File: src/rtl/instruction_feeder_if.sv
// Run/Done/DIN handshake plus program-load bus between the feeder and its environment.
interface instruction_feeder_if #(
   parameter int unsigned ADDR_W = 5
);
   logic              start;
   logic [ADDR_W:0]   prog_len;
   logic              load;
   logic [ADDR_W-1:0] load_addr;
   logic [15:0]       load_data;
   logic              done;
   logic [15:0]       din;
   logic              run;
   logic              busy;
   logic              finished;
   logic              error;
   logic [ADDR_W:0]   instr_count;

   // Feeder side: issues instructions, consumes loader controls and Done.
   modport master (
      input  start, prog_len, load, load_addr, load_data, done,
      output din, run, busy, finished, error, instr_count
   );

   // Environment side: loader/testbench plus the processor.
   modport slave (
      output start, prog_len, load, load_addr, load_data, done,
      input  din, run, busy, finished, error, instr_count
   );
endinterface

File: src/rtl/instruction_feeder.sv
// Program memory plus sequencer that feeds instructions (and mvi immediates)
// to the multicycle processor over the Run/Done/DIN handshake.
module instruction_feeder #(
   parameter int unsigned ADDR_W  = 5,
   parameter int unsigned TIMEOUT = 15
) (
   input logic                  clock,
   input logic                  reset,
   instruction_feeder_if.master bus
);

   localparam int unsigned DEPTH = 1 << ADDR_W;
   localparam int unsigned PW    = ADDR_W + 1;
   localparam int unsigned TW    = $clog2(TIMEOUT + 1);
   localparam int unsigned DW    = 16;

   localparam logic [2:0] OP_MVI = 3'b001;

   localparam logic [1:0] S_IDLE   = 2'd0;
   localparam logic [1:0] S_ISSUE  = 2'd1;
   localparam logic [1:0] S_WAIT   = 2'd2;
   localparam logic [1:0] S_FINISH = 2'd3;

   logic [DW-1:0]     mem [DEPTH];

   logic [1:0]        state,  state_nx;
   logic [PW-1:0]     pc,     pc_nx;
   logic [PW-1:0]     len_q,  len_nx;
   logic [PW-1:0]     cnt_q,  cnt_nx;
   logic [TW-1:0]     tmo_q,  tmo_nx;
   logic [DW-1:0]     din_q,  din_nx;
   logic              run_q,  run_nx;
   logic              busy_q, busy_nx;
   logic              fin_q,  fin_nx;
   logic              err_q,  err_nx;

   logic              wr_en;
   logic [PW-1:0]     la_pc;
   logic [PW-1:0]     la_len;
   logic [ADDR_W-1:0] la_addr;
   logic [DW-1:0]     la_word;
   logic              la_trunc;
   logic [PW-1:0]     pc_p1;
   logic [DW-1:0]     imm_word;
   logic              issue_mvi;
   logic              issue_trunc;

   // The loader owns the memory only while no program is running.
   assign wr_en = bus.load && !busy_q;

   // Program memory write port; contents deliberately survive reset.
   always_ff @(posedge clock) begin
      if (wr_en) begin
         mem[bus.load_addr] <= bus.load_data;
      end
   end

   // Look ahead at the word about to be issued so Run can be registered
   // in the same cycle the FSM sits in ISSUE. From IDLE the word is mem[0]
   // and the length is the one arriving with Start; a same-cycle load is
   // forwarded so "write first, then start" holds.
   assign la_pc    = (state == S_WAIT) ? pc    : '0;
   assign la_len   = (state == S_WAIT) ? len_q : bus.prog_len;
   assign la_addr  = la_pc[ADDR_W-1:0];
   assign la_word  = (wr_en && (bus.load_addr == la_addr)) ? bus.load_data : mem[la_addr];
   assign la_trunc = (la_word[8:6] == OP_MVI) && ((la_pc + PW'(1)) >= la_len);

   // Decode of the word currently presented on DIN during ISSUE.
   assign pc_p1       = pc + PW'(1);
   assign imm_word    = mem[pc_p1[ADDR_W-1:0]];
   assign issue_mvi   = (din_q[8:6] == OP_MVI);
   assign issue_trunc = issue_mvi && (pc_p1 >= len_q);

   // Next-state and next-output logic for the issue sequencer.
   always_comb begin
      state_nx = state;
      pc_nx    = pc;
      len_nx   = len_q;
      cnt_nx   = cnt_q;
      tmo_nx   = tmo_q;
      din_nx   = din_q;
      run_nx   = 1'b0;
      busy_nx  = busy_q;
      fin_nx   = 1'b0;
      err_nx   = err_q;

      case (state)
         S_IDLE: begin
            if (bus.start) begin
               len_nx  = bus.prog_len;
               err_nx  = 1'b0;
               cnt_nx  = '0;
               pc_nx   = '0;
               busy_nx = 1'b1;
               if (bus.prog_len == '0) begin
                  state_nx = S_FINISH;
                  fin_nx   = 1'b1;
               end else begin
                  state_nx = S_ISSUE;
                  din_nx   = la_word;
                  run_nx   = !la_trunc;
               end
            end
         end

         S_ISSUE: begin
            if (issue_trunc) begin
               // mvi whose immediate lies beyond the program end
               err_nx   = 1'b1;
               busy_nx  = 1'b0;
               state_nx = S_IDLE;
            end else begin
               tmo_nx   = TW'(1);
               state_nx = S_WAIT;
               if (issue_mvi) begin
                  din_nx = imm_word;
                  pc_nx  = pc + PW'(2);
               end else begin
                  pc_nx  = pc_p1;
               end
            end
         end

         S_WAIT: begin
            if (bus.done) begin
               cnt_nx = cnt_q + PW'(1);
               if (pc >= len_q) begin
                  state_nx = S_FINISH;
                  fin_nx   = 1'b1;
               end else begin
                  state_nx = S_ISSUE;
                  din_nx   = la_word;
                  run_nx   = !la_trunc;
               end
            end else if (tmo_q == TW'(TIMEOUT)) begin
               err_nx   = 1'b1;
               busy_nx  = 1'b0;
               state_nx = S_IDLE;
            end else begin
               tmo_nx = tmo_q + TW'(1);
            end
         end

         S_FINISH: begin
            busy_nx  = 1'b0;
            state_nx = S_IDLE;
         end

         default: begin
            state_nx = S_IDLE;
            busy_nx  = 1'b0;
         end
      endcase
   end

   // State and registered outputs; reset aborts any run without a Finished pulse.
   always_ff @(posedge clock) begin
      if (reset) begin
         state  <= S_IDLE;
         pc     <= '0;
         len_q  <= '0;
         cnt_q  <= '0;
         tmo_q  <= '0;
         din_q  <= '0;
         run_q  <= 1'b0;
         busy_q <= 1'b0;
         fin_q  <= 1'b0;
         err_q  <= 1'b0;
      end else begin
         state  <= state_nx;
         pc     <= pc_nx;
         len_q  <= len_nx;
         cnt_q  <= cnt_nx;
         tmo_q  <= tmo_nx;
         din_q  <= din_nx;
         run_q  <= run_nx;
         busy_q <= busy_nx;
         fin_q  <= fin_nx;
         err_q  <= err_nx;
      end
   end

   assign bus.din         = din_q;
   assign bus.run         = run_q;
   assign bus.busy        = busy_q;
   assign bus.finished    = fin_q;
   assign bus.error       = err_q;
   assign bus.instr_count = cnt_q;

endmodule

File: src/flat_wrapper.sv
// flat-port wrapper written by rule: the top's interface ports become plain ports
module instruction_feeder_flat 
#(
   parameter int unsigned ADDR_W  = 5,
   parameter int unsigned TIMEOUT = 15
)
  (clock, reset, bus_start, bus_prog_len, bus_load, bus_load_addr, bus_load_data, bus_done, bus_din, bus_run, bus_busy, bus_finished, bus_error, bus_instr_count);
  instruction_feeder_if #(.ADDR_W(ADDR_W)) bus_i ();
  input logic clock;
  input logic reset;
  input wire logic [$bits(bus_i.start)-1:0] bus_start;
  input wire logic [$bits(bus_i.prog_len)-1:0] bus_prog_len;
  input wire logic [$bits(bus_i.load)-1:0] bus_load;
  input wire logic [$bits(bus_i.load_addr)-1:0] bus_load_addr;
  input wire logic [$bits(bus_i.load_data)-1:0] bus_load_data;
  input wire logic [$bits(bus_i.done)-1:0] bus_done;
  output wire logic [$bits(bus_i.din)-1:0] bus_din;
  output wire logic [$bits(bus_i.run)-1:0] bus_run;
  output wire logic [$bits(bus_i.busy)-1:0] bus_busy;
  output wire logic [$bits(bus_i.finished)-1:0] bus_finished;
  output wire logic [$bits(bus_i.error)-1:0] bus_error;
  output wire logic [$bits(bus_i.instr_count)-1:0] bus_instr_count;
  assign bus_i.start = bus_start;
  assign bus_i.prog_len = bus_prog_len;
  assign bus_i.load = bus_load;
  assign bus_i.load_addr = bus_load_addr;
  assign bus_i.load_data = bus_load_data;
  assign bus_i.done = bus_done;
  assign bus_din = bus_i.din;
  assign bus_run = bus_i.run;
  assign bus_busy = bus_i.busy;
  assign bus_finished = bus_i.finished;
  assign bus_error = bus_i.error;
  assign bus_instr_count = bus_i.instr_count;
  instruction_feeder #(.ADDR_W(ADDR_W), .TIMEOUT(TIMEOUT)) u_core (.clock(clock), .reset(reset), .bus(bus_i));
endmodule
File: config.mk
export PLATFORM = sky130hd
export DESIGN_NAME = instruction_feeder_flat
export DESIGN_NICKNAME = d
export VERILOG_FILES = /design/src/rtl/instruction_feeder_if.sv /design/src/rtl/instruction_feeder.sv /design/src/flat_wrapper.sv
export SDC_FILE = /design/constraint.sdc
export NUM_CORES = 1
export LEC_CHECK = 0
export CAP_MARGIN = 10
export CORE_ASPECT_RATIO = 1.1
export CORE_MARGIN = 8
export CORE_UTILIZATION = 35
export DETAILED_ROUTE_END_ITERATION = 8
export SETUP_SLACK_MARGIN = 0.02
export SLEW_MARGIN = 5
export SYNTH_ARGS = -nofsm -noshare
export SYNTH_HDL_FRONTEND = slang
export SYNTH_SLANG_ARGS = --single-unit
export TNS_END_PERCENT = 10
File: constraint.sdc
create_clock -name clock -period 5.3 [get_ports clock]
set_input_delay 1.325 -clock clock [delete_from_list [all_inputs] [get_ports clock]]
set_output_delay 1.325 -clock clock [all_outputs]
set_load 0.01 [all_outputs]
==> out/metrics.csv <==
metric;value;unit
Max Cap Viol;0;
core area;75500;um2
post-route ant nets;0;
DR iter-0 viols;2084;
hold path endpoint;u_core.len_q[5];
CTS Buffer Depth;3;
Pre-antenna DRT Iters;5;
Setup CP Type;reg -> reg;
post-synthesis average cell area;17.6;um2
routed len/inst;30.3;um
CTS tree;built;
RSZ-0062 raised after global routing;false;
Hold Slack;479;ps
Root Buffer;clkbuf_16;
slew margin rel.;22.9;%
Layout Skew;18.4;ps
largest net degree at the start of global routing;131;
vias;15900;
Final period util;80.0;%
area fraction of the dominant cell type after synthesis;58.0;%
Layout Nets;1647;
Final Util;40.1;%
pre-CTS setup slack;998;ps
crit-path max cell delay;910;ps
Startpoint Class;register;
vias in the first global route;16100;
GRT Resource Usage Total;18.1;%
hold path start;u_core.len_q[5];
die area;84800;um2
EDFF count, synth;512;
post-CTS resize count;0;
die width;278;um
Starting Density;35.1;%
initial antenna violation count;2;
Power Dens Cells;395;nW/um2
DRC;0;
final hold viol count;0;
final WL;78800;um
Min-Delay Path Depth;2;
setup TNS;0;ps
Synth area leaders;edfxtp_1, mux4_2, dfxtp_1, mux2i_1, ha_1;
# clock sinks;556;
row count;106;
layout cells sized above 1;29.0;%
Design Area, Final;30200;um2
register area share after synthesis;61.3;%
Area after DPL;28500;um2
Yosys top cell by area;edfxtp_1;
Area growth, synth to finish;14.1;%
highest clock rate;0.236;GHz
Syn Std Cell Area;26500;um2
Hold WC Path Type;reg -> reg;
Synth cell types;66;
Setup Buffers After CTS;0;
status;finished, final reports clean;
# hold bufs at CTS;0;
Gate Count Post-Synth;1509;
Critical Path Sink Type;register;
Post-synth top flop;edfxtp_1;
Max stage delay cell, worst path;dfxtp_1;
Worst R2R Setup Slack;1060;ps
I/O pin total;58;
Clock Latency Late Sink;630;ps
Final Critical Period;4240;ps
clock-pin slew on the worst setup and hold paths;70;ps
Pleak;9.26;nW
CP arrival;4750;ps
Max VDD drop;237;uV
final setup margin;1060;ps
Final Slew Violations;0;
Worst Reg-to-Reg Cells;12;
crit path max fanout;33;
vias per cell;6.12;
CTS H-Tree Depth;2;
R2R Path End;u_core.bus.din[0];
gpl congestion;0.884;
ys async rst share;0;%
Mapped Nets;1569;
CP startpoint;u_core.pc[2];
crit path cell chain;ha_1 > nand2_1 > xnor2_4 > buf_4 > inv_1 > ha_1 > or3_1 > o211a_1 > a2111oi_4 > buf_4 > nor2_1 > a311oi_1;
Worst EP required;5820;ps
gr ovfl total;0;
IO Port Bufs;57;
Die Y;305;um
r2r startpoint;u_core.pc[2];
register bit total from synthesis;556;
HPWL after DPL;48900;um
worst-margin pin slew;1150;ps
Yosys Warn Count;0;
Num CTS Buffers;58;
first-pass GRT wire length;114000;um
final setup vio count;0;
-- cells by family (layout without fill, tap and decap cells) --
logic type | after synthesis | in the layout | share of synthesized area [%]
other cells | 0 | 1 | 0
compound gates | 157 | 157 | 4.18
mux | 325 | 325 | 25.1
flops | 556 | 556 | 61.3
fa+ha+maj | 28 | 28 | 1.32
xor+xnor | 17 | 17 | 0.619
buf+inv | 125 | 248 | 2.21
simple gates | 301 | 301 | 5.28
-- critical path: cells and delay by family, from the launching register on --
family / cells / cell delay (ps)
buffers and inverters: 3 / 960
AOI/OAI and AO/OA: 3 / 960
DFF: 1 / 910
and+or+nand+nor: 3 / 600
adders and majority gates: 2 / 490
xor gates and xnor gates: 1 / 190
-- cell type report --
cell class / count / area, um2
Fill cell: 6658 / 45200
Clock buffer: 71 / 1520
Inverter: 15 / 57.6
Timing Repair Buffer: 128 / 1150
Tap cell: 972 / 1220
Multi-Input combinational cell: 828 / 9800
Antenna cell: 1 / 2.50
Sequential cell: 556 / 16300
Clock inverter: 34 / 241
-- registers in the layout (all words and copies together), names as in the netlist --
register                cells
u_core.bus.din             16
u_core.bus.run              1
u_core.bus.busy             1
u_core.state                2
u_core.pc                   6
u_core.len_q                6
u_core.tmo_q                4
u_core.bus.finished         1
u_core.mem                512
u_core.bus.error            1
u_core.bus.instr_count      6
-- cell usage in the layout (no fill, tap or decap), drive strengths merged, types with 14 or more instances in the layout --
cell type        n
mux2i           48
nand4           15
nor2            88
clkbuf          71
o22ai           38
a21oi           26
buf             72
dfxtp           44
o21ai           16
clkdlybuf4s50   56
ha              28
clkinv          29
nand3           46
nand2           94
mux4           270
inv             14
edfxtp         512
-- Yosys cell counts (all sizes together), types with 26 or more instances --
master / count
buf: 70
o22ai: 38
mux4: 270
clkbuf: 40
edfxtp: 512
nor2: 88
mux2i: 48
nand2: 94
ha: 28
nand3: 46
dfxtp: 44
a21oi: 26
-- worst max path at each step --
stage,depth (start not counted),end
final,12,u_core.bus.din[0]
after CTS,12,u_core.bus.din[0]
after floorplan,13,u_core.bus.din[0]
after global placement,8,u_core.bus.din[0]
after global routing,12,u_core.bus.din[9]
after detailed placement,8,u_core.bus.din[2]
-- where the power goes --
part / internal (W) / switching [W] / total [W] / leakage, nW
clock: 0.00217 / 0.00170 / 0.00387 / 0.859
sequential: 0.00493 / 0.000192 / 0.00512 / 4.97
combinational: 0.00139 / 0.00158 / 0.00297 / 3.43
-- layer usage --
metal  wire (um)  share of wire [%]  global-route usage (%)  vias to the layer above
met5          11              0.014                       0                        -
met1       31200                 40                    24.5                     8421
li1            -                  -                       -                     6460
met2       37300                 47                    28.9                      896
met3        7430                9.4                    3.88                      162
met4        2930                3.7                    6.32                        2
-- stage by stage --
stage	power, W	instances
after floorplan	0.00718	1509
after global placement	0.00818	2499
after detailed placement	0.00819	2499
after CTS	0.0120	2604
after global routing	0.0124	2604
final	0.0120	2605
Note: power is estimated with default switching activity, not from simulation.
